### config.mk
export PLATFORM = sky130hd
export DESIGN_NAME = fir_mac_sequencer
export DESIGN_NICKNAME = d
export VERILOG_FILES = /design/src/rtl/fir_mac_sequencer.sv
export SDC_FILE = /design/constraint.sdc
export NUM_CORES = 1
export LEC_CHECK = 0
export CELL_PAD_IN_SITES_DETAIL_PLACEMENT = 0
export CELL_PAD_IN_SITES_GLOBAL_PLACEMENT = 1
export CORE_MARGIN = 2
export CORE_UTILIZATION = 35
export CTS_CLUSTER_DIAMETER = 200
export DETAILED_ROUTE_END_ITERATION = 12
export PLACE_DENSITY_LB_ADDON = 0.1
export SLEW_MARGIN = 20
export SYNTH_ARGS = -nofsm -noshare
export SYNTH_HDL_FRONTEND = slang
export SYNTH_SLANG_ARGS = --single-unit
### constraint.sdc
create_clock -name clk -period 20.2 [get_ports clk]
set_clock_uncertainty 0.1 [all_clocks]
set_input_delay 4.04 -clock clk [delete_from_list [all_inputs] [get_ports clk]]
set_output_delay 4.04 -clock clk [all_outputs]
set_load 0.03 [all_outputs]
### src/rtl/fir_mac_sequencer.sv
// fir_mac_sequencer
// Time-multiplexed multiply-accumulate engine for the FIR audio filter.
// One sample is captured per strobe into an N_TAPS-deep delay line. The
// engine then walks the tap index from N_TAPS-1 down to 0, one product per
// clock, and publishes one filtered result per sample.
// Optional build macro ROUND_SAT_EN: when defined, the accumulator is
// rounded (add 2^(COEF_W-2), arithmetic shift right by COEF_W-1) and
// saturated to the DATA_W range before it is loaded into result. When left
// undefined, result carries the raw full-precision accumulator.
module fir_mac_sequencer #(
    parameter int N_TAPS = 8,
    parameter int DATA_W = 16,
    parameter int COEF_W = 16,
    parameter int ACC_W  = 35,
    parameter int IDX_W  = 3
) (
    input  logic                     clk,
    input  logic                     reset,
    input  logic                     sample_valid,
    input  logic signed [DATA_W-1:0] sample_in,
    output logic [IDX_W-1:0]         coef_addr,
    input  logic signed [COEF_W-1:0] coef_data,
    output logic                     busy,
    output logic                     result_valid,
    output logic signed [ACC_W-1:0]  result,
    output logic                     overrun
);

    localparam int PROD_W = DATA_W + COEF_W;
    localparam logic [IDX_W-1:0] IDX_LAST = IDX_W'(N_TAPS - 1);
    localparam logic [IDX_W-1:0] IDX_ONE  = IDX_W'(1);

    typedef enum logic [1:0] {
        ST_IDLE = 2'd0,
        ST_MAC  = 2'd1,
        ST_DONE = 2'd2
    } state_t;

    state_t                     state_r;
    logic [IDX_W-1:0]           idx_r;
    logic signed [DATA_W-1:0]   x_r [N_TAPS];
    logic signed [ACC_W-1:0]    acc_r;
    logic signed [ACC_W-1:0]    result_r;
    logic                       busy_r;
    logic                       result_valid_r;
    logic signed [PROD_W-1:0]   prod_s;
    logic signed [ACC_W-1:0]    acc_next_s;

`ifdef ROUND_SAT_EN
    localparam logic signed [ACC_W:0] ROUND_ADD = (ACC_W+1)'(2**(COEF_W-2));
    localparam logic signed [ACC_W:0] SAT_MAX   = (ACC_W+1)'(2**(DATA_W-1) - 1);
    localparam logic signed [ACC_W:0] SAT_MIN   = -((ACC_W+1)'(2**(DATA_W-1)));
`endif

    // Converts the final accumulator into the published result format.
    function automatic logic signed [ACC_W-1:0] fmt_result(input logic signed [ACC_W-1:0] a);
`ifdef ROUND_SAT_EN
        logic signed [ACC_W:0] rnd;
        logic signed [ACC_W:0] sh;
        rnd = (ACC_W+1)'(a) + ROUND_ADD;
        sh  = rnd >>> (COEF_W - 1);
        if (sh > SAT_MAX) begin
            sh = SAT_MAX;
        end else if (sh < SAT_MIN) begin
            sh = SAT_MIN;
        end else begin
            sh = sh;
        end
        return ACC_W'(sh);
`else
        return a;
`endif
    endfunction

    // Product of the current tap and its coefficient, added to the running sum.
    always_comb begin
        prod_s     = PROD_W'(x_r[idx_r]) * PROD_W'(coef_data);
        acc_next_s = acc_r + ACC_W'(prod_s);
    end

    // Sequencer: sample capture, downward tap walk, result publication.
    always_ff @(posedge clk) begin
        if (!reset) begin
            state_r        <= ST_IDLE;
            idx_r          <= IDX_LAST;
            acc_r          <= '0;
            result_r       <= '0;
            busy_r         <= 1'b0;
            result_valid_r <= 1'b0;
            for (int k = 0; k < N_TAPS; k++) begin
                x_r[k] <= '0;
            end
        end else begin
            case (state_r)
                ST_IDLE: begin
                    result_valid_r <= 1'b0;
                    idx_r          <= IDX_LAST;
                    if (sample_valid) begin
                        x_r[0] <= sample_in;
                        for (int k = 1; k < N_TAPS; k++) begin
                            x_r[k] <= x_r[k-1];
                        end
                        acc_r   <= '0;
                        busy_r  <= 1'b1;
                        state_r <= ST_MAC;
                    end else begin
                        busy_r  <= 1'b0;
                        state_r <= ST_IDLE;
                    end
                end
                ST_MAC: begin
                    acc_r <= acc_next_s;
                    if (idx_r == '0) begin
                        // Last tap: the result is ready as DONE becomes visible.
                        result_r       <= fmt_result(acc_next_s);
                        result_valid_r <= 1'b1;
                        state_r        <= ST_DONE;
                    end else begin
                        idx_r   <= idx_r - IDX_ONE;
                        state_r <= ST_MAC;
                    end
                end
                ST_DONE: begin
                    result_valid_r <= 1'b0;
                    busy_r         <= 1'b0;
                    idx_r          <= IDX_LAST;
                    state_r        <= ST_IDLE;
                end
                default: begin
                    result_valid_r <= 1'b0;
                    busy_r         <= 1'b0;
                    idx_r          <= IDX_LAST;
                    state_r        <= ST_IDLE;
                end
            endcase
        end
    end

    assign coef_addr    = idx_r;
    assign busy         = busy_r;
    assign result_valid = result_valid_r;
    assign result       = result_r;
    // A strobe arriving while a sequence runs is flagged in the same cycle;
    // an active reset suppresses the flag.
    assign overrun      = sample_valid & busy_r & reset;

endmodule
==> out/qor.csv <==
stage,metric,value,unit
routing,wl_per_cell,18.4,µm
sta,finalSetupViolCount,0,
setup_path,path_cells,clkdlybuf4s50_1 > nand2_1 > inv_1 > fa_1 > inv_1 > fa_1 > fa_1 > inv_1 > fa_1 > fa_1 > inv_1 > fa_1 > inv_1 > ha_1 > a21oi_1 > o21ai_0 > a21oi_1 > o32ai_1 > a21oi_1 > o21ai_1 > and3_1 > a311o_1,
clock_network,post-cts-setup-buffers,0,
floorplanning,die_h,242,µm
place,hpwlAfterDp,37800,µm
setup_path,critPathCaptureType,flop,
setup_path,cp_common_cell,fa_1,
place,numPortBuffers,75,
floorplanning,coreArea,0.0562,mm²
synth,synthCells,1851,
floorplanning,initial_utilization,35.3,%
synth,syn_avg_cell_area,10.7,µm²
clock_network,cts_sinks,208,
routing,drc_errors,0,
final_layout,post-route-cell-area,0.0220,mm²
clock_network,cts_tree,done,
setup_path,cp_top_family,adder cells,
routing,ant_nets,0,
setup_path,r2r_cells,24,
clock_network,clockBufferDepth,3,
sta,finalMaxSlewViolations,0,
sta,hold_viol_final,0,
synth,synth_top_area_share,31.3,%
worst_hold_path,holdPathStages,2,
setup_path,start_kind,primary input,
global_routing,gr-usage-all-layers,17.4,%
place,dpl-instance-area,0.0213,mm²
place,gp_congestion,0.771,
sta,relSlewSlack,30.3,%
floorplanning,ios,76,
routing,vias_per_cell,4.70,
clock_network,clkTransAtPathRegs,70,ps
setup_path,critPathRequiredTime,20510,ps
routing,num_vias,12500,
clock_network,cts_resized,0,
floorplanning,core.rowCount,87,
clock_network,cts_htree_levels,1,
worst_hold_path,worstHoldPathType,reg2reg,
clock_network,clockRootBuffer,clkbuf_16,
setup_path,critical_path_buf_inv_count,6,
sta,rsz0062_at_grt,no,
routing,routed_wl,48800,µm
synth,ys_top_cells_by_area,"fa_1, edfxtp_1, dfxtp_1",
final_layout,fillCellCount,5664,
global_routing,grt_pass1_wl,80600,µm
synth,yosysTopAreaCell,fa_1,
floorplanning,fp.dieArea,0.0585,mm²
floorplanning,die_w,242,µm
setup_path,critPathMaxFanout,16,
clock_network,cts-buffers-inserted,23,
routing,drt-pass1-iter-count,5,
global_routing,overflow,0,
setup_path,cp_num_cells,22,
setup_path,slowest_stage,clkdlybuf4s50_1,
sta,fin_tns_setup,0,ps
global_routing,antenna_found_initial,0,
sta,worst_pin_slew,1040,ps
synth,synthFlopType,edfxtp_1,
sta,period_needed,10840,ps
global_routing,grt_max_degree,81,
synth,synth_edf_count,128,
clock_network,hold_buffers,0,
synth,synth-seq-area-share,27.5,%
synth,synth_fp_nets,2302,
routing,drtIter0Drc,603,
final_layout,drive_gt1_share,5.47,%
setup_path,critPathMaxStageDelay,790,ps
final_layout,final_nets,2335,
synth,ys_ff_latch,208,
synth,yosys_warnings,0,
synth,netlist_area,0.0198,mm²
sta,post-route-period-util,53.7,%
global_routing,first_global_vias,13600,
synth,async_flop_share,0,%
final_layout,syn2layout_area_growth,11.2,%
sta,fmax,0.0922,GHz
synth,synth_cell_types,62,
run,maxCapViolCount,0,
status,status,finished clean,
setup_path,crit_type,in2reg,
clock_network,clk_latency,530,ps
setup_path,critPathArrivalTime,11150,ps
flip-flops by register name (all words and copies together) (netlist names), named ones only:
name	cells
result	35
busy	1
coef_addr	3
state_r	2
x_r	128
result_valid	1
acc_r	35
Yosys cell counts (all sizes together), types with 7 or more instances:
cell    count
inv       342
fa        310
and2      224
nand2     178
edfxtp    128
ha        106
dfxtp      80
clkbuf     73
a21oi      50
o21ai      49
nor2       45
nor2b      35
mux4       32
xnor2      24
nand2b     16
nand3      14
a22o       13
mux2       13
a21o       12
xor2       12
and3        9
buf         7
per-stage QoR:
stage | hold WS (ps) | std cells | utilization [%] | worst slack [ps]
after CTS | 356 | 2657 | 39.2 | 9420
final | 353 | 2658 | 39.2 | 9360
after floorplan | 325 | 1851 | - | 10280
after global placement | 336 | 2615 | 37.9 | 8940
after detailed placement | 345 | 2615 | 37.9 | 8880
after global routing | 382 | 2657 | 39.2 | 8960
metal layers:
metal	vias to the layer above	global-route usage (%)	wire, µm
li1	5893	-	-
met1	6427	27.4	26000
met2	144	26.3	21100
met3	34	1.32	1070
met4	0	3.14	692
met5	-	0	0
kinds of logic (layout without fill, tap and decap cells):
| group | after synthesis | after routing | share of synthesized area (%) |
|---|---|---|---|
| muxes | 50 | 50 | 4.63 |
| AOI/OAI and AO/OA | 178 | 178 | 5.95 |
| xor gates and xnor gates | 36 | 36 | 1.59 |
| buffers and inverters | 422 | 472 | 8.02 |
| and+or+nand+nor | 541 | 541 | 14.3 |
| adders and majority gates | 416 | 416 | 38.0 |
| DFF | 208 | 208 | 27.5 |
| other | 0 | 1 | 0 |
layout by cell type, fill, tap and decap left out, drive strengths merged, types with 9 or more instances in the layout:
master         netlist  layout
xor2                12      12
nand3               14      14
nor2                45      45
dfxtp               80      80
mux2                13      13
o21ai               49      49
xnor2               24      24
a21oi               50      50
and3                 9       9
inv                342     344
clkbuf              73      30
nand2              178     178
and2               224     224
fa                 310     310
nand2b              16      16
edfxtp             128     128
clkdlybuf4s50        0      74
a22o                13      13
nor2b               35      35
ha                 106     106
a21o                12      12
buf                  7      14
mux4                32      32
cell type report:
cell class | instances | area [µm²] | area share (%)
inverter | 342 | 1280 | 5.83
tap | 756 | 946 | 4.29
clock buffer | 30 | 602 | 2.73
clock inverter | 12 | 123 | 0.557
antenna | 1 | 2.50 | 0.0114
sequential | 208 | 5450 | 24.7
multi-input combinational | 1221 | 12800 | 58.0
timing repair buffer | 88 | 843 | 3.83
worst min-delay path, cell delays in order, from the launching register on:
cell	delay, ps
dfxtp_1	310
nand2_1	50
a21oi_1	50
final timing paths:
path	startpoint	to	slack (ps)
worst max-delay path	coef_data[1]	result[34]$_SDFFE_PN0P_	9360
worst min-delay path	result[11]$_SDFFE_PN0P_	result[11]$_SDFFE_PN0P_	350
worst max register to register	flop	result[34]$_SDFFE_PN0P_	11830
worst min register to register	result[11]$_SDFFE_PN0P_	result[11]$_SDFFE_PN0P_	350
Power is not shown: default switching activity piles up to over one toggle a cycle in this logic, so the estimate is an artifact.
